## src/rtl/ex_result_stage_if.sv

```systemverilog
// ex_result_stage_if: ALU-side input stream, writeback stream and fetch redirect of the result stage
interface ex_result_stage_if #(parameter int XLEN = 32);
  logic            in_valid;
  logic            in_ready;
  logic [XLEN-1:0] in_result;
  logic            in_flag;
  logic [XLEN-1:0] in_pc;
  logic [XLEN-1:0] in_imm;
  logic [4:0]      in_rd;
  logic            in_we;
  logic            in_branch;
  logic            in_jal;
  logic            in_jalr;
  logic            out_valid;
  logic            out_ready;
  logic [XLEN-1:0] out_data;
  logic [4:0]      out_rd;
  logic            out_we;
  logic            redirect;
  logic [XLEN-1:0] redirect_pc;
  logic            out_misalign;
  modport slave (
    input  in_valid, in_result, in_flag, in_pc, in_imm, in_rd, in_we, in_branch, in_jal, in_jalr, out_ready,
    output in_ready, out_valid, out_data, out_rd, out_we, redirect, redirect_pc, out_misalign
  );
  modport master (
    output in_valid, in_result, in_flag, in_pc, in_imm, in_rd, in_we, in_branch, in_jal, in_jalr, out_ready,
    input  in_ready, out_valid, out_data, out_rd, out_we, redirect, redirect_pc, out_misalign
  );
endinterface

```

## src/rtl/ex_result_stage.sv

```systemverilog
// ex_result_stage: registers ALU results into a 2-entry skid buffer and resolves branch/jump redirects
module ex_result_stage #(
  parameter int XLEN        = 32,
  parameter bit ALIGN_CHECK = 1
) (
  input logic            clk,
  input logic            rst,
  ex_result_stage_if.slave bus
);
  typedef enum logic [1:0] {EMPTY, ONE, TWO} state_e;
  typedef struct packed {
    logic [XLEN-1:0] data;
    logic [4:0]      rd;
    logic            we;
  } beat_t;
  state_e          state_q, state_d;
  beat_t           main_q, main_d, skid_q, skid_d, in_beat;
  logic            in_ready_q, in_ready_d, out_valid_q, out_valid_d;
  logic            redirect_q, redirect_d, misalign_q, misalign_d;
  logic [XLEN-1:0] redirect_pc_q, redirect_pc_d, target;
  logic            wr, take, acc, keep, pop;
  always_comb begin
    wr = bus.in_we && bus.in_rd != 5'd0;
    in_beat = {(bus.in_jal || bus.in_jalr) ? bus.in_pc + XLEN'(4) : bus.in_result, wr ? bus.in_rd : 5'd0, wr};
    take = bus.in_jalr || bus.in_jal || (bus.in_branch && bus.in_flag);
    target = bus.in_jalr ? {bus.in_result[XLEN-1:1], 1'b0} : bus.in_pc + bus.in_imm;
    acc = bus.in_valid && in_ready_q;
    // a beat accepted while a redirect is on the wire is wrong-path and is dropped
    keep = acc && !redirect_q;
    pop = out_valid_q && bus.out_ready;
    redirect_d = keep && take;
    redirect_pc_d = redirect_d ? target : '0;
    misalign_d = redirect_d && ALIGN_CHECK && target[1];
    state_d = state_q;
    main_d = main_q;
    skid_d = skid_q;
    case (state_q)
      EMPTY: begin
        state_d = keep ? ONE : EMPTY;
        main_d = keep ? in_beat : main_q;
      end
      ONE: begin
        state_d = (keep && !pop) ? TWO : (pop && !keep) ? EMPTY : ONE;
        main_d = (keep && pop) ? in_beat : main_q;
        skid_d = (keep && !pop) ? in_beat : skid_q;
      end
      default: begin
        state_d = pop ? ONE : TWO;
        main_d = pop ? skid_q : main_q;
      end
    endcase
    in_ready_d = state_d != TWO;
    out_valid_d = state_d != EMPTY;
  end
  always_ff @(posedge clk) begin
    if (rst) begin
      state_q       <= EMPTY;
      main_q        <= '0;
      skid_q        <= '0;
      in_ready_q    <= 1'b1;
      out_valid_q   <= 1'b0;
      redirect_q    <= 1'b0;
      redirect_pc_q <= '0;
      misalign_q    <= 1'b0;
    end else begin
      state_q       <= state_d;
      main_q        <= main_d;
      skid_q        <= skid_d;
      in_ready_q    <= in_ready_d;
      out_valid_q   <= out_valid_d;
      redirect_q    <= redirect_d;
      redirect_pc_q <= redirect_pc_d;
      misalign_q    <= misalign_d;
    end
  end
  assign bus.in_ready     = in_ready_q;
  assign bus.out_valid    = out_valid_q;
  assign bus.out_data     = main_q.data;
  assign bus.out_rd       = main_q.rd;
  assign bus.out_we       = main_q.we;
  assign bus.redirect     = redirect_q;
  assign bus.redirect_pc  = redirect_pc_q;
  assign bus.out_misalign = misalign_q;
endmodule

```

## src/flat_wrapper.sv

```systemverilog
// flat-port wrapper written by rule: the top's interface ports become plain ports
module ex_result_stage_flat 
#(
  parameter int XLEN        = 32,
  parameter bit ALIGN_CHECK = 1
)
  (clk, rst, bus_in_valid, bus_in_result, bus_in_flag, bus_in_pc, bus_in_imm, bus_in_rd, bus_in_we, bus_in_branch, bus_in_jal, bus_in_jalr, bus_out_ready, bus_in_ready, bus_out_valid, bus_out_data, bus_out_rd, bus_out_we, bus_redirect, bus_redirect_pc, bus_out_misalign);
  ex_result_stage_if #(.XLEN(XLEN)) bus_i ();
  input logic clk;
  input logic rst;
  input wire logic [$bits(bus_i.in_valid)-1:0] bus_in_valid;
  input wire logic [$bits(bus_i.in_result)-1:0] bus_in_result;
  input wire logic [$bits(bus_i.in_flag)-1:0] bus_in_flag;
  input wire logic [$bits(bus_i.in_pc)-1:0] bus_in_pc;
  input wire logic [$bits(bus_i.in_imm)-1:0] bus_in_imm;
  input wire logic [$bits(bus_i.in_rd)-1:0] bus_in_rd;
  input wire logic [$bits(bus_i.in_we)-1:0] bus_in_we;
  input wire logic [$bits(bus_i.in_branch)-1:0] bus_in_branch;
  input wire logic [$bits(bus_i.in_jal)-1:0] bus_in_jal;
  input wire logic [$bits(bus_i.in_jalr)-1:0] bus_in_jalr;
  input wire logic [$bits(bus_i.out_ready)-1:0] bus_out_ready;
  output wire logic [$bits(bus_i.in_ready)-1:0] bus_in_ready;
  output wire logic [$bits(bus_i.out_valid)-1:0] bus_out_valid;
  output wire logic [$bits(bus_i.out_data)-1:0] bus_out_data;
  output wire logic [$bits(bus_i.out_rd)-1:0] bus_out_rd;
  output wire logic [$bits(bus_i.out_we)-1:0] bus_out_we;
  output wire logic [$bits(bus_i.redirect)-1:0] bus_redirect;
  output wire logic [$bits(bus_i.redirect_pc)-1:0] bus_redirect_pc;
  output wire logic [$bits(bus_i.out_misalign)-1:0] bus_out_misalign;
  assign bus_i.in_valid = bus_in_valid;
  assign bus_i.in_result = bus_in_result;
  assign bus_i.in_flag = bus_in_flag;
  assign bus_i.in_pc = bus_in_pc;
  assign bus_i.in_imm = bus_in_imm;
  assign bus_i.in_rd = bus_in_rd;
  assign bus_i.in_we = bus_in_we;
  assign bus_i.in_branch = bus_in_branch;
  assign bus_i.in_jal = bus_in_jal;
  assign bus_i.in_jalr = bus_in_jalr;
  assign bus_i.out_ready = bus_out_ready;
  assign bus_in_ready = bus_i.in_ready;
  assign bus_out_valid = bus_i.out_valid;
  assign bus_out_data = bus_i.out_data;
  assign bus_out_rd = bus_i.out_rd;
  assign bus_out_we = bus_i.out_we;
  assign bus_redirect = bus_i.redirect;
  assign bus_redirect_pc = bus_i.redirect_pc;
  assign bus_out_misalign = bus_i.out_misalign;
  ex_result_stage #(.XLEN(XLEN), .ALIGN_CHECK(ALIGN_CHECK)) u_core (.clk(clk), .rst(rst), .bus(bus_i));
endmodule
```

## config.mk

```make
export PLATFORM = sky130hd
export DESIGN_NAME = ex_result_stage_flat
export DESIGN_NICKNAME = d
export VERILOG_FILES = /design/src/rtl/ex_result_stage_if.sv /design/src/rtl/ex_result_stage.sv /design/src/flat_wrapper.sv
export SDC_FILE = /design/constraint.sdc
export NUM_CORES = 1
export LEC_CHECK = 0
export ABC_AREA = 1
export CORE_MARGIN = 3
export CORE_UTILIZATION = 31
export DETAILED_ROUTE_END_ITERATION = 10
export PLACE_DENSITY_LB_ADDON = 0.1
export SETUP_SLACK_MARGIN = 0.05
export SLEW_MARGIN = 20
export SYNTH_ARGS = -nofsm -noshare
export SYNTH_HDL_FRONTEND = slang
export SYNTH_SLANG_ARGS = --single-unit
```

## constraint.sdc

```tcl
create_clock -name clk -period 2.5 [get_ports clk]
set_clock_uncertainty 0.2 [all_clocks]
set_input_delay 0.625 -clock clk [delete_from_list [all_inputs] [get_ports clk]]
set_output_delay 0.625 -clock clk [all_outputs]
set_load 0.005 [all_outputs]
```

==> metrics.txt, run 1 <==
# TYPE chip_impl_metric gauge
chip_impl_metric{name="grt_pass1_vias",unit=""} 8942
chip_impl_metric{name="required_time_of_the_critical_path",unit="ns"} 2.60
chip_impl_metric{name="yosysUniqueCellTypes",unit=""} 37
chip_impl_metric{name="power.static_leakage",unit="nW"} 6.36
chip_impl_info{name="worstSetupPathType",value="in -> reg"} 1
chip_impl_metric{name="clock_insertion_delay_at_the_later_pin_of_the_skew_report",unit="ns"} 0.41
chip_impl_metric{name="number_of_antenna_violations_at_the_first_check_in_global_routing",unit=""} 0
chip_impl_metric{name="synth_edf_count",unit=""} 0
chip_impl_metric{name="highest_clock_frequency_the_design_can_meet",unit="MHz"} 421
chip_impl_metric{name="route.detailed.vias_per_inst",unit=""} 4.67
chip_impl_metric{name="grt_max_degree",unit=""} 74
chip_impl_metric{name="whs",unit="ns"} 0.265
chip_impl_metric{name="area_growth_syn_to_layout",unit="%"} 52.7
chip_impl_metric{name="drive_gt1_share",unit="%"} 16.8
chip_impl_metric{name="floorplan.initialDensity",unit="%"} 31.7
chip_impl_metric{name="critPathArrivalTime",unit="ns"} 2.48
chip_impl_info{name="worstSetupEndpointType",value="register"} 1
chip_impl_metric{name="yosys_register_bits",unit=""} 114
chip_impl_metric{name="period_needed",unit="ns"} 2.37
chip_impl_metric{name="grt_pass1_wl",unit="um"} 48500
chip_impl_metric{name="totalWireLength",unit="um"} 31400
chip_impl_metric{name="final-max-slew-violation-count",unit=""} 0
chip_impl_metric{name="asyncSetResetFlopFracSynth",unit="%"} 0
chip_impl_metric{name="postCtsHoldBufs",unit=""} 0
chip_impl_metric{name="gr_met3_demand_resource",unit="%"} 3.64
chip_impl_metric{name="num_antenna_cells",unit=""} 0
chip_impl_metric{name="setup_tns",unit="ns"} 0
chip_impl_metric{name="numPortBuffers",unit=""} 183
chip_impl_metric{name="core",unit="um^2"} 25400
chip_impl_metric{name="cts-buffers-inserted",unit=""} 17
chip_impl_metric{name="slew-limit-headroom",unit="%"} 69.0
chip_impl_metric{name="ir_worst_vdd",unit="uV"} 402
chip_impl_metric{name="die_height",unit="um"} 167
chip_impl_metric{name="power_per_cell_area",unit="nW/um^2"} 548
chip_impl_metric{name="hpwlAfterDp",unit="um"} 24700
chip_impl_metric{name="detailedRoute.firstIterationViolations",unit=""} 579
chip_impl_info{name="crit_path_start_kind",value="input pin"} 1
chip_impl_metric{name="drt_drc_violations_left",unit=""} 0
chip_impl_metric{name="design.final.nets",unit=""} 1781
chip_impl_info{name="cts_root_buf",value="sky130_fd_sc_hd__clkbuf_16"} 1
chip_impl_info{name="synth_ff_type",value="sky130_fd_sc_hd__dfxtp_1"} 1
chip_impl_metric{name="finalHoldViolations",unit=""} 0
chip_impl_info{name="crit_path_cell_trace",value="clkdlybuf4s50_1, ha_4, nand2_1, nand2_1, nand2_1, nand2_1, buf_4, nand2_1, nand2_1, a21oi_1, nand2_1, nand2_1, nand3_1, nand2_1, inv_1"} 1
chip_impl_metric{name="final_critical_path_share_of_the_clock_period",unit="%"} 94.9
chip_impl_metric{name="total_power",unit="mW"} 6.75
chip_impl_metric{name="ios",unit=""} 184
chip_impl_metric{name="finalSetupViolations",unit=""} 0
chip_impl_info{name="crit_slowest_cell",value="sky130_fd_sc_hd__clkdlybuf4s50_1"} 1
chip_impl_metric{name="tightest_slew",unit="ns"} 0.464
chip_impl_metric{name="placementRows",unit=""} 58
chip_impl_metric{name="slowest_delay",unit="ns"} 0.54
chip_impl_metric{name="global_route.usage.total",unit="%"} 21.9
chip_impl_metric{name="die_area",unit="um^2"} 28000
chip_impl_metric{name="synthCells",unit=""} 1339
chip_impl_info{name="worst_path_most_repeated_cell",value="sky130_fd_sc_hd__nand2_1"} 1
chip_impl_metric{name="chipWidth",unit="um"} 167
chip_impl_metric{name="utilization",unit="%"} 48.5
chip_impl_metric{name="ys_warn_count",unit=""} 0
chip_impl_info{name="netlist_top_cells_area",value="sky130_fd_sc_hd__dfxtp_1 (28%), sky130_fd_sc_hd__nand2_1 (19%), sky130_fd_sc_hd__inv_1 (9.3%)"} 1
chip_impl_metric{name="clock_tree.htree_level_count",unit=""} 4
chip_impl_metric{name="routed_wire_length_per_instance",unit="um"} 15.9
chip_impl_metric{name="drt_pass_1_iters",unit=""} 5
chip_impl_metric{name="clock_sinks",unit=""} 114
chip_impl_metric{name="crit_path_max_fanout",unit=""} 3
chip_impl_metric{name="avgSynthCellArea",unit="um^2"} 6.02
chip_impl_info{name="worst_hold_path_type",value="reg -> reg"} 1
chip_impl_metric{name="mappedNetlistNets",unit=""} 1484
chip_impl_metric{name="synth.yosys.seq_area_share",unit="%"} 28.3
chip_impl_metric{name="synthesis.area",unit="um^2"} 8060
chip_impl_info{name="top_usage_layer",value="met2"} 1
chip_impl_metric{name="grt.overflow.total",unit=""} 0
chip_impl_metric{name="globalplace.congestion",unit=""} 0.875
chip_impl_metric{name="final_antenna_net_count",unit=""} 0
chip_impl_metric{name="vias",unit=""} 9239
chip_impl_metric{name="path_clk_slew",unit="ns"} 0.06
chip_impl_metric{name="synth_top_cell_area_share",unit="%"} 28.3
chip_impl_info{name="run_status",value="complete, no violations"} 1
chip_impl_info{name="tritoncts",value="done"} 1
chip_impl_metric{name="clockBufferDepth",unit=""} 2
chip_impl_metric{name="grtUsageMet1",unit="%"} 30.7
chip_impl_info{name="synth_area_leader_cell",value="sky130_fd_sc_hd__dfxtp_1"} 1
chip_impl_metric{name="timing.max_cap.violations",unit=""} 0
chip_impl_info{name="rsz0062_at_grt",value="true"} 1
chip_impl_metric{name="groute.layer.met2.usage",unit="%"} 35.2
==> Yosys cell counts, types with 2 or more instances <==
cell type                    n
sky130_fd_sc_hd__o211ai_1    2
sky130_fd_sc_hd__a21oi_1   108
sky130_fd_sc_hd__inv_2       3
sky130_fd_sc_hd__dfxtp_1   114
sky130_fd_sc_hd__o21bai_1   26
sky130_fd_sc_hd__xnor2_1    12
sky130_fd_sc_hd__clkinv_1    2
sky130_fd_sc_hd__buf_1       4
sky130_fd_sc_hd__o21ai_2     5
sky130_fd_sc_hd__ha_1       34
sky130_fd_sc_hd__nor2_2      5
sky130_fd_sc_hd__a21o_1      3
sky130_fd_sc_hd__clkbuf_1   23
sky130_fd_sc_hd__nor2_1    135
sky130_fd_sc_hd__a31oi_1     5
sky130_fd_sc_hd__and2_1      4
sky130_fd_sc_hd__nand2_2     8
sky130_fd_sc_hd__xor2_1     18
sky130_fd_sc_hd__nand3b_1    5
sky130_fd_sc_hd__nand2_1   416
sky130_fd_sc_hd__o21a_1      2
sky130_fd_sc_hd__buf_2      18
sky130_fd_sc_hd__inv_1     199
sky130_fd_sc_hd__nand3_2     3
sky130_fd_sc_hd__nor2_4      8
sky130_fd_sc_hd__o21ai_0    98
sky130_fd_sc_hd__nor3_1      5
sky130_fd_sc_hd__nand2_4     2
sky130_fd_sc_hd__nand3_1    64
==> per-stage QoR <==
stage                     worst slack, ns  cells  instance area [um^2]
after global placement             -0.458   1946                 11300
after global routing               0.0292   1978                 12300
final                               0.126   1978                 12300
after floorplan                     0.132   1339                  8060
after CTS                          0.0460   1977                 11900
after detailed placement           -0.493   1946                 11300
==> final timing paths <==
| kind | start | depth (start not counted) | slack (ns) | end |
|---|---|---|---|---|
| min | u_core.skid_q[1] | 2 | 0.26 | u_core.skid_q[1] |
| max reg2reg | u_core.bus.in_ready | 11 | 0.62 | u_core.bus.out_data[31] |
| max | bus_in_pc[10] | 15 | 0.13 | u_core.bus.redirect_pc[25] |
| min reg2reg | u_core.skid_q[1] | 2 | 0.26 | u_core.skid_q[1] |
==> critical path: cells and delay by family <==
family | cells | cell delay (ns)
AND/OR/NAND/NOR | 10 | 0.73
buffers and inverters | 3 | 0.72
adder cells (fa/ha/maj) | 1 | 0.24
AO/OA/AOI/OAI | 1 | 0.16
==> routing by layer <==
layer | wire (um) | vias to the layer above
met5 | 0 | -
met4 | 497 | 0
met3 | 1690 | 22
met2 | 14000 | 275
met1 | 15300 | 4157
li1 | - | 4785
==> layout by cell type, fill, tap and decap left out, drive strengths merged, types with 22 or more instances in the layout <==
master | netlist | final
nand2 | 426 | 426
o21ai | 104 | 104
buf | 23 | 141
nor2 | 149 | 149
clkdlybuf4s50 | 0 | 161
inv | 202 | 202
a21oi | 108 | 108
dlymetal6s2s | 0 | 22
o21bai | 26 | 26
dfxtp | 114 | 114
ha | 34 | 34
nand3 | 67 | 67
==> kinds of logic (layout without fill, tap and decap cells) <==
group | after synthesis | count (layout) | synth area share, %
AND/OR/NAND/NOR | 659 | 659 | 34.0
AO/OA/AOI/OAI | 251 | 251 | 17.0
buffers and inverters | 250 | 559 | 12.0
flip-flops | 114 | 114 | 28.3
adder cells (fa/ha/maj) | 35 | 35 | 5.53
XOR/XNOR | 30 | 30 | 3.26
==> power by group <==
part | switching [mW] | leakage, nW | internal, mW
combinational | 1.11 | 5.14 | 1.07
clock | 0.964 | 0.281 | 1.49
sequential | 0.102 | 0.935 | 2.01
==> sequential cells by signal (all words and copies together), names as in the netlist <==
register	count
u_core.skid_q	38
u_core.bus.out_data	32
u_core.bus.redirect_pc	32
u_core.bus.out_rd	5
u_core.state_q	2
u_core.bus.in_ready	1
u_core.bus.out_misalign	1
u_core.bus.out_valid	1
u_core.bus.out_we	1
u_core.bus.redirect	1
==> cell type report <==
type | count | area, um^2
Inverter | 204 | 766
Clock inverter | 13 | 139
Sequential cell | 114 | 2280
Fill cell | 2646 | 13100
Clock buffer | 18 | 439
Tap cell | 330 | 413
Multi-Input combinational cell | 975 | 5210
Timing Repair Buffer | 324 | 3060
==> what timing repair did <==
action | in CTS | in global routing
buffers inserted | 0 | 1
pin swaps | 2 | 12
gates resized for setup | 7 | 87
setup endpoints to repair | 14 | 31
No activity file was read; power rests on OpenSTA's default activity.
==> inputs of run 2 (changes only) <==
TNS_END_PERCENT = 20   (was not set)
==> run 2 against run 1 <==
Effect of this change: cell area up 0.13%; die area unchanged; total power about the same; register-to-register slack about the same; sequential power about the same; worst hold slack about the same; first-iteration DRC count up 8.1%; global-route usage about the same; via count down 0.14%; critical path type unchanged; largest cell class unchanged; highest routed layer unchanged.
==> metrics.txt, run 2 (synthesis results as in run 1) <==
# TYPE chip_impl_metric gauge
chip_impl_info{name="run_status",value="complete, no violations"} 1
chip_impl_metric{name="highest_clock_frequency_the_design_can_meet",unit="MHz"} 421
chip_impl_info{name="tritoncts",value="done"} 1
chip_impl_metric{name="global_route.usage.total",unit="%"} 21.9
chip_impl_metric{name="clock_tree.htree_level_count",unit=""} 4
chip_impl_metric{name="largest_register_ff_count",unit=""} 38
chip_impl_info{name="crit_path_start_kind",value="input pin"} 1
chip_impl_metric{name="period_needed",unit="ns"} 2.38
chip_impl_metric{name="count_of_placed_standard_cells_in_the_final_layout_fillers_left_out",unit=""} 1978
chip_impl_info{name="worstSetupEndpointType",value="register"} 1
chip_impl_metric{name="required_time_of_the_critical_path",unit="ns"} 2.60
chip_impl_metric{name="die_height",unit="um"} 167
chip_impl_info{name="cts_root_buf",value="sky130_fd_sc_hd__clkbuf_16"} 1
chip_impl_metric{name="cts-buffers-inserted",unit=""} 17
chip_impl_metric{name="die_area",unit="um^2"} 28000
chip_impl_metric{name="grt_pass1_wl",unit="um"} 48500
chip_impl_metric{name="dp.cells",unit=""} 1946
chip_impl_metric{name="multi_input_comb_area",unit="um^2"} 5220
chip_impl_metric{name="detailedRoute.firstIterationViolations",unit=""} 626
chip_impl_metric{name="core",unit="um^2"} 25400
chip_impl_info{name="hold-path-endpoint",value="u_core.skid_q[1]"} 1
chip_impl_metric{name="hpwlAfterDp",unit="um"} 24700
chip_impl_metric{name="reg2reg_depth",unit=""} 11
chip_impl_metric{name="slew-limit-headroom",unit="%"} 68.7
chip_impl_metric{name="area.sequential",unit="um^2"} 2280
chip_impl_metric{name="rrSetupSlack",unit="ns"} 0.63
chip_impl_metric{name="chipWidth",unit="um"} 167
chip_impl_metric{name="final_critical_path_share_of_the_clock_period",unit="%"} 95.1
chip_impl_metric{name="drt_pass_1_iters",unit=""} 5
chip_impl_metric{name="grt_pass1_vias",unit=""} 8939
chip_impl_metric{name="globalplace.congestion",unit=""} 0.875
chip_impl_metric{name="setup_slack",unit="ns"} 0.122
chip_impl_metric{name="ir_worst_vdd",unit="uV"} 402
chip_impl_info{name="worst_path_most_repeated_cell",value="sky130_fd_sc_hd__nand2_1"} 1
chip_impl_metric{name="utilization",unit="%"} 48.5
chip_impl_info{name="largest-register",value="u_core.skid_q"} 1
chip_impl_metric{name="timing.hold.worst_path_depth",unit=""} 2
chip_impl_metric{name="filler_cell_count",unit=""} 2645
chip_impl_metric{name="placementRows",unit=""} 58
chip_impl_metric{name="vias",unit=""} 9226
chip_impl_info{name="crit_path_cell_trace",value="clkdlybuf4s50_1, ha_4, nand2_1, nand2_1, nand2_1, nand2_1, buf_4, nand2_1, nand2_1, a21oi_1, nand2_1, nand2_1, nand3_1, nand2_1, inv_1"} 1
chip_impl_metric{name="critPathArrivalTime",unit="ns"} 2.48
chip_impl_metric{name="timing.max_cap.violations",unit=""} 0
chip_impl_info{name="worst_hold_path_type",value="reg -> reg"} 1
chip_impl_metric{name="ios",unit=""} 184
chip_impl_info{name="reg2reg_to",value="u_core.bus.out_data[31]"} 1
chip_impl_metric{name="num_antenna_cells",unit=""} 0
chip_impl_metric{name="design.final.nets",unit=""} 1781
chip_impl_metric{name="numPortBuffers",unit=""} 183
chip_impl_metric{name="crit_path_max_fanout",unit=""} 3
chip_impl_info{name="most-common-layout-cells",value="sky130_fd_sc_hd__nand2_1 (404), sky130_fd_sc_hd__inv_1 (199), sky130_fd_sc_hd__clkdlybuf4s50_1 (160), sky130_fd_sc_hd__buf_4 (131), sky130_fd_sc_hd__nor2_1 (119)"} 1
chip_impl_metric{name="path_clk_slew",unit="ns"} 0.06
chip_impl_info{name="rsz0062_at_grt",value="true"} 1
chip_impl_metric{name="floorplan.initialDensity",unit="%"} 31.7
chip_impl_metric{name="stdcell_area",unit="um^2"} 12300
chip_impl_metric{name="drive_gt1_share",unit="%"} 16.6
chip_impl_info{name="crit_slowest_cell",value="sky130_fd_sc_hd__clkdlybuf4s50_1"} 1
chip_impl_metric{name="clock_insertion_delay_at_the_later_pin_of_the_skew_report",unit="ns"} 0.41
chip_impl_metric{name="area_growth_syn_to_layout",unit="%"} 52.9
chip_impl_metric{name="tightest_slew",unit="ns"} 0.470
chip_impl_metric{name="totalWireLength",unit="um"} 31500
chip_impl_metric{name="clockBufferDepth",unit=""} 2
chip_impl_info{name="worstSetupPathType",value="in -> reg"} 1
chip_impl_info{name="hold_start",value="u_core.skid_q[1]"} 1
chip_impl_metric{name="finalHoldViolations",unit=""} 0
chip_impl_metric{name="final-max-slew-violation-count",unit=""} 0
chip_impl_metric{name="postCtsHoldBufs",unit=""} 0
chip_impl_metric{name="slowest_delay",unit="ns"} 0.54
chip_impl_metric{name="grt_max_degree",unit=""} 74
chip_impl_metric{name="dp_slack",unit="ns"} -0.493
chip_impl_metric{name="power.static_leakage",unit="nW"} 6.37
chip_impl_metric{name="drt_drc_violations_left",unit=""} 0
chip_impl_metric{name="finalSetupViolations",unit=""} 0
chip_impl_metric{name="route.detailed.vias_per_inst",unit=""} 4.66
chip_impl_info{name="r2r_start",value="u_core.bus.in_ready"} 1
chip_impl_metric{name="power_per_cell_area",unit="nW/um^2"} 548
chip_impl_metric{name="number_of_antenna_violations_at_the_first_check_in_global_routing",unit=""} 0
chip_impl_metric{name="grt.overflow.total",unit=""} 0
chip_impl_metric{name="final_antenna_net_count",unit=""} 0
chip_impl_metric{name="clock_sinks",unit=""} 114
chip_impl_info{name="final_common_cell",value="sky130_fd_sc_hd__nand2_1"} 1
chip_impl_metric{name="instance_area_after_placement",unit="um^2"} 11300
chip_impl_metric{name="routed_wire_length_per_instance",unit="um"} 15.9
run 2: cell types whose count changed in the layout (fill, tap and decap cells not counted), sizes merged:
| cell | delta |
|---|---|
| dlymetal6s2s | +1 |
| clkdlybuf4s50 | -1 |
run 2: metal layers:
metal  track usage [%]  up-vias  wire length, um
met3              3.64       22             1640
met1              30.6     4163            15300
li1                  -     4785                -
met4              5.44        0              501
met5                 0        -                0
met2              35.2      256            14000
run 2: critical path, delay by kind of cell:
kind,cells,cell delay (ns)
AOI/OAI and AO/OA,1,0.16
adders and majority gates,1,0.24
and+or+nand+nor,10,0.74
buffers and inverters,3,0.72
run 2: area by class of cell:
cell class / count / share of cell area, %
clock buffers: 18 / 3.56
clock inverters: 13 / 1.13
inverters: 204 / 6.21
multi-input cells: 975 / 42.4
flip-flops and latches: 114 / 18.5
well taps: 330 / 3.35
repair buffers: 324 / 24.9
run 2: how the worst max path moves through the flow:
| stage | start | to | depth (start not counted) |
|---|---|---|---|
| 2_1_floorplan | bus_in_imm[0] | u_core.bus.redirect_pc[14] | 11 |
| 3_3_place_gp | bus_in_pc[0] | u_core.bus.redirect_pc[14] | 12 |
| 3_5_place_dp | bus_in_pc[0] | u_core.bus.redirect_pc[30] | 15 |
| 4_1_cts | bus_in_pc[0] | u_core.bus.redirect_pc[30] | 15 |
| 5_1_grt | bus_in_pc[10] | u_core.bus.redirect_pc[17] | 13 |
| 6_report | bus_in_pc[10] | u_core.bus.redirect_pc[25] | 15 |
run 2: stage by stage:
step	hold slack [ns]	total power, mW	TNS (ns)
after detailed placement	0.258	4.24	-18.64
final	0.265	6.75	0
after global placement	0.253	4.24	-17.70
after CTS	0.267	6.73	0
after floorplan	0.240	3.10	0
after global routing	0.291	7.13	0
run 2: where the power goes:
| part | internal, mW | total (mW) | leakage [nW] | switching [mW] |
|---|---|---|---|---|
| clock | 1.49 | 2.45 | 0.281 | 0.967 |
| sequential | 2.01 | 2.11 | 0.935 | 0.102 |
| combinational | 1.07 | 2.19 | 5.15 | 1.11 |
run 2: repair_timing:
item	in CTS	in global routing
buffers inserted	0	1
resized for setup	5	87
pin swaps	2	14
setup endpoints to repair	14	31
==> inputs of run 3 (changes only) <==
CORE_ASPECT_RATIO = 1.25   (was not set)
==> run 3 against run 2 <==
Effect of this change: global-route usage is 0.23 points lower; critical path depth fell by 2; non-clock buffer count unchanged; sequential cell count is the same; die area about the same; sequential share of layout area about the same; total power up 1.2%.
==> metrics.txt, run 3 (synthesis results as in run 1) <==
# TYPE chip_impl_metric gauge
chip_impl_metric{name="internal-power",unit="mW"} 4.68
chip_impl_metric{name="gr_met3_demand_resource",unit="%"} 3.03
chip_impl_metric{name="power.share.switching",unit="%"} 31.6
chip_impl_info{name="top_usage_layer",value="met2"} 1
chip_impl_metric{name="grt_max_degree",unit=""} 74
chip_impl_metric{name="clk_pwr_share",unit="%"} 37.7
chip_impl_metric{name="groute.layer.met2.usage",unit="%"} 37.9
chip_impl_metric{name="grt_pass1_wl",unit="um"} 47000
chip_impl_metric{name="hpwlAfterDp",unit="um"} 24400
chip_impl_metric{name="clock_insertion_delay_at_the_later_pin_of_the_skew_report",unit="ns"} 0.42
chip_impl_metric{name="final_antenna_net_count",unit=""} 0
chip_impl_metric{name="instance_area_after_placement",unit="um^2"} 11300
chip_impl_metric{name="drt_drc_violations_left",unit=""} 0
chip_impl_metric{name="globalplace.congestion",unit=""} 0.922
chip_impl_metric{name="tightest_slew",unit="ns"} 0.426
chip_impl_metric{name="die_height",unit="um"} 186
chip_impl_metric{name="power.static_leakage",unit="nW"} 6.32
chip_impl_info{name="rsz0062_at_grt",value="true"} 1
chip_impl_metric{name="rrSetupSlack",unit="ns"} 0.58
chip_impl_metric{name="final_critical_path_share_of_the_clock_period",unit="%"} 94.2
chip_impl_metric{name="timing.max_cap.violations",unit=""} 0
chip_impl_info{name="final_common_cell",value="sky130_fd_sc_hd__nand2_1"} 1
chip_impl_metric{name="area_growth_syn_to_layout",unit="%"} 53.0
chip_impl_metric{name="finalHoldViolations",unit=""} 0
chip_impl_info{name="run_status",value="complete, no violations"} 1
chip_impl_info{name="reg2reg_to",value="u_core.bus.out_data[13]"} 1
chip_impl_info{name="most-common-layout-cells",value="sky130_fd_sc_hd__nand2_1 (405), sky130_fd_sc_hd__inv_1 (199), sky130_fd_sc_hd__clkdlybuf4s50_1 (166), sky130_fd_sc_hd__buf_4 (132), sky130_fd_sc_hd__nor2_1 (121)"} 1
chip_impl_metric{name="ir_worst_vdd",unit="uV"} 433
chip_impl_metric{name="clock_tree.htree_level_count",unit=""} 4
chip_impl_info{name="largest-register",value="u_core.skid_q"} 1
chip_impl_metric{name="count_of_placed_standard_cells_in_the_final_layout_fillers_left_out",unit=""} 1985
chip_impl_metric{name="totalWireLength",unit="um"} 30500
chip_impl_metric{name="clockBufferDepth",unit=""} 2
chip_impl_metric{name="power_per_cell_area",unit="nW/um^2"} 554
chip_impl_metric{name="power.share.combinational",unit="%"} 31.5
chip_impl_metric{name="detailedRoute.firstIterationViolations",unit=""} 466
chip_impl_metric{name="largest_register_ff_count",unit=""} 38
chip_impl_metric{name="grtUsageMet1",unit="%"} 27.4
chip_impl_metric{name="number_of_antenna_violations_at_the_first_check_in_global_routing",unit=""} 1
chip_impl_info{name="worstSetupPathType",value="in -> reg"} 1
chip_impl_metric{name="grt.overflow.total",unit=""} 0
chip_impl_metric{name="drt_pass_1_iters",unit=""} 4
chip_impl_metric{name="postCtsHoldBufs",unit=""} 0
chip_impl_metric{name="dp.cells",unit=""} 1951
chip_impl_info{name="tritoncts",value="done"} 1
chip_impl_metric{name="period_needed",unit="ns"} 2.35
chip_impl_metric{name="clock_sinks",unit=""} 114
chip_impl_metric{name="seq_power_share",unit="%"} 30.8
chip_impl_metric{name="final-max-slew-violation-count",unit=""} 0
chip_impl_info{name="cp-startpoint",value="bus_in_pc[14]"} 1
chip_impl_metric{name="path_clk_slew",unit="ns"} 0.06
chip_impl_info{name="r2r_start",value="u_core.bus.in_ready"} 1
chip_impl_info{name="worst_hold_path_type",value="reg -> reg"} 1
chip_impl_metric{name="core",unit="um^2"} 25500
chip_impl_metric{name="routed_wire_length_per_instance",unit="um"} 15.4
chip_impl_metric{name="finalSetupViolations",unit=""} 0
chip_impl_metric{name="numPortBuffers",unit=""} 183
chip_impl_metric{name="reg2reg_depth",unit=""} 11
chip_impl_metric{name="filler_cell_count",unit=""} 2677
chip_impl_metric{name="slew-limit-headroom",unit="%"} 71.3
chip_impl_info{name="cts_root_buf",value="sky130_fd_sc_hd__clkbuf_16"} 1
chip_impl_metric{name="required_time_of_the_critical_path",unit="ns"} 2.60
chip_impl_metric{name="highest_clock_frequency_the_design_can_meet",unit="MHz"} 425
chip_impl_info{name="crit_path_start_kind",value="input pin"} 1
chip_impl_metric{name="placementRows",unit=""} 65
chip_impl_metric{name="ios",unit=""} 184
chip_impl_metric{name="netSwitchingPower",unit="mW"} 2.16
chip_impl_metric{name="route.detailed.vias_per_inst",unit=""} 4.59
chip_impl_metric{name="design.final.nets",unit=""} 1781
chip_impl_metric{name="drive_gt1_share",unit="%"} 16.4
chip_impl_metric{name="cts-buffers-inserted",unit=""} 17
chip_impl_metric{name="stdcell_area",unit="um^2"} 12300
chip_impl_metric{name="crit_path_max_fanout",unit=""} 4
chip_impl_metric{name="floorplan.initialDensity",unit="%"} 31.7
chip_impl_metric{name="vias",unit=""} 9111
chip_impl_info{name="worstSetupEndpointType",value="register"} 1
chip_impl_metric{name="grt_pass1_vias",unit=""} 8835
chip_impl_metric{name="chipWidth",unit="um"} 150
chip_impl_info{name="critPathCapture",value="u_core.bus.redirect_pc[27]"} 1
chip_impl_metric{name="die_area",unit="um^2"} 28000
chip_impl_metric{name="critPathArrivalTime",unit="ns"} 2.46
chip_impl_metric{name="global_route.usage.total",unit="%"} 21.6
==> run 3: worst min-delay path by stage <==
stage                      from                     end  slack [ns]  cells past startpoint
3_3_place_gp   u_core.skid_q[1]        u_core.skid_q[1]        0.25                      2
3_5_place_dp   u_core.skid_q[8]  u_core.bus.out_data[2]        0.26                      2
6_report       u_core.skid_q[7]  u_core.bus.out_data[1]        0.26                      2
2_1_floorplan  u_core.skid_q[1]        u_core.skid_q[1]        0.24                      2
5_1_grt        u_core.skid_q[7]  u_core.bus.out_data[1]        0.30                      2
4_1_cts        u_core.skid_q[7]  u_core.bus.out_data[1]        0.26                      2
==> run 3: critical path, cell delays in order <==
cell and delay, ns:
sky130_fd_sc_hd__clkdlybuf4s50_1 0.53, sky130_fd_sc_hd__ha_4 0.23, sky130_fd_sc_hd__nand2_1 0.15, sky130_fd_sc_hd__inv_1 0.05, sky130_fd_sc_hd__nand2_1 0.06, sky130_fd_sc_hd__nand2_1 0.09, sky130_fd_sc_hd__buf_4 0.16, sky130_fd_sc_hd__nand2_1 0.05
sky130_fd_sc_hd__nand2_1 0.09, sky130_fd_sc_hd__a21oi_2 0.16, sky130_fd_sc_hd__a21oi_1 0.09, sky130_fd_sc_hd__nor2_2 0.12, sky130_fd_sc_hd__nor2_1 0.04
==> run 3: metrics by stage <==
stage               util (%)  setup slack, ns  hold slack [ns]  TNS [ns]  total power, mW
detailed placement      44.3           -0.483            0.258    -18.66             4.21
CTS                     46.8           0.0407            0.261         0             6.82
finish                  48.5            0.145            0.263         0             6.84
global placement        44.3           -0.475            0.254    -17.20             4.21
floorplan                  -            0.132            0.240         0             3.10
global route            48.5          0.00211            0.302         0             7.24
==> run 3: power by group through the flow <==
stage / clock, mW / combinational (mW) / sequential, mW
2_1_floorplan: 0 / 0.959 / 2.14
3_3_place_gp: 0 / 2.06 / 2.15
5_1_grt: 2.70 / 2.40 / 2.13
6_report: 2.58 / 2.15 / 2.11
3_5_place_dp: 0 / 2.07 / 2.15
4_1_cts: 2.63 / 2.08 / 2.11
==> run 3: timing repair <==
item	in CTS	in global routing
setup buffers	0	1
endpoints found under the setup margin	11	27
pin swaps	0	7
gates resized for setup	2	79
==> run 3: layout make-up <==
type / instances / area, um^2 / area share, %
Inverter: 204 / 766 / 6.21
Clock buffer: 18 / 439 / 3.56
Multi-Input combinational cell: 975 / 5200 / 42.2
Sequential cell: 114 / 2280 / 18.5
Timing Repair Buffer: 324 / 3050 / 24.7
Clock inverter: 14 / 178 / 1.44
Antenna cell: 1 / 2.50 / 0.0203
Tap cell: 335 / 419 / 3.40
==> run 3: layer usage <==
metal	up-vias	wire length [um]	part of all wire [%]
met5	-	0	0
met3	41	1010	3.3
met4	0	887	2.9
met2	193	15200	50
met1	4088	13400	44
li1	4789	-	-
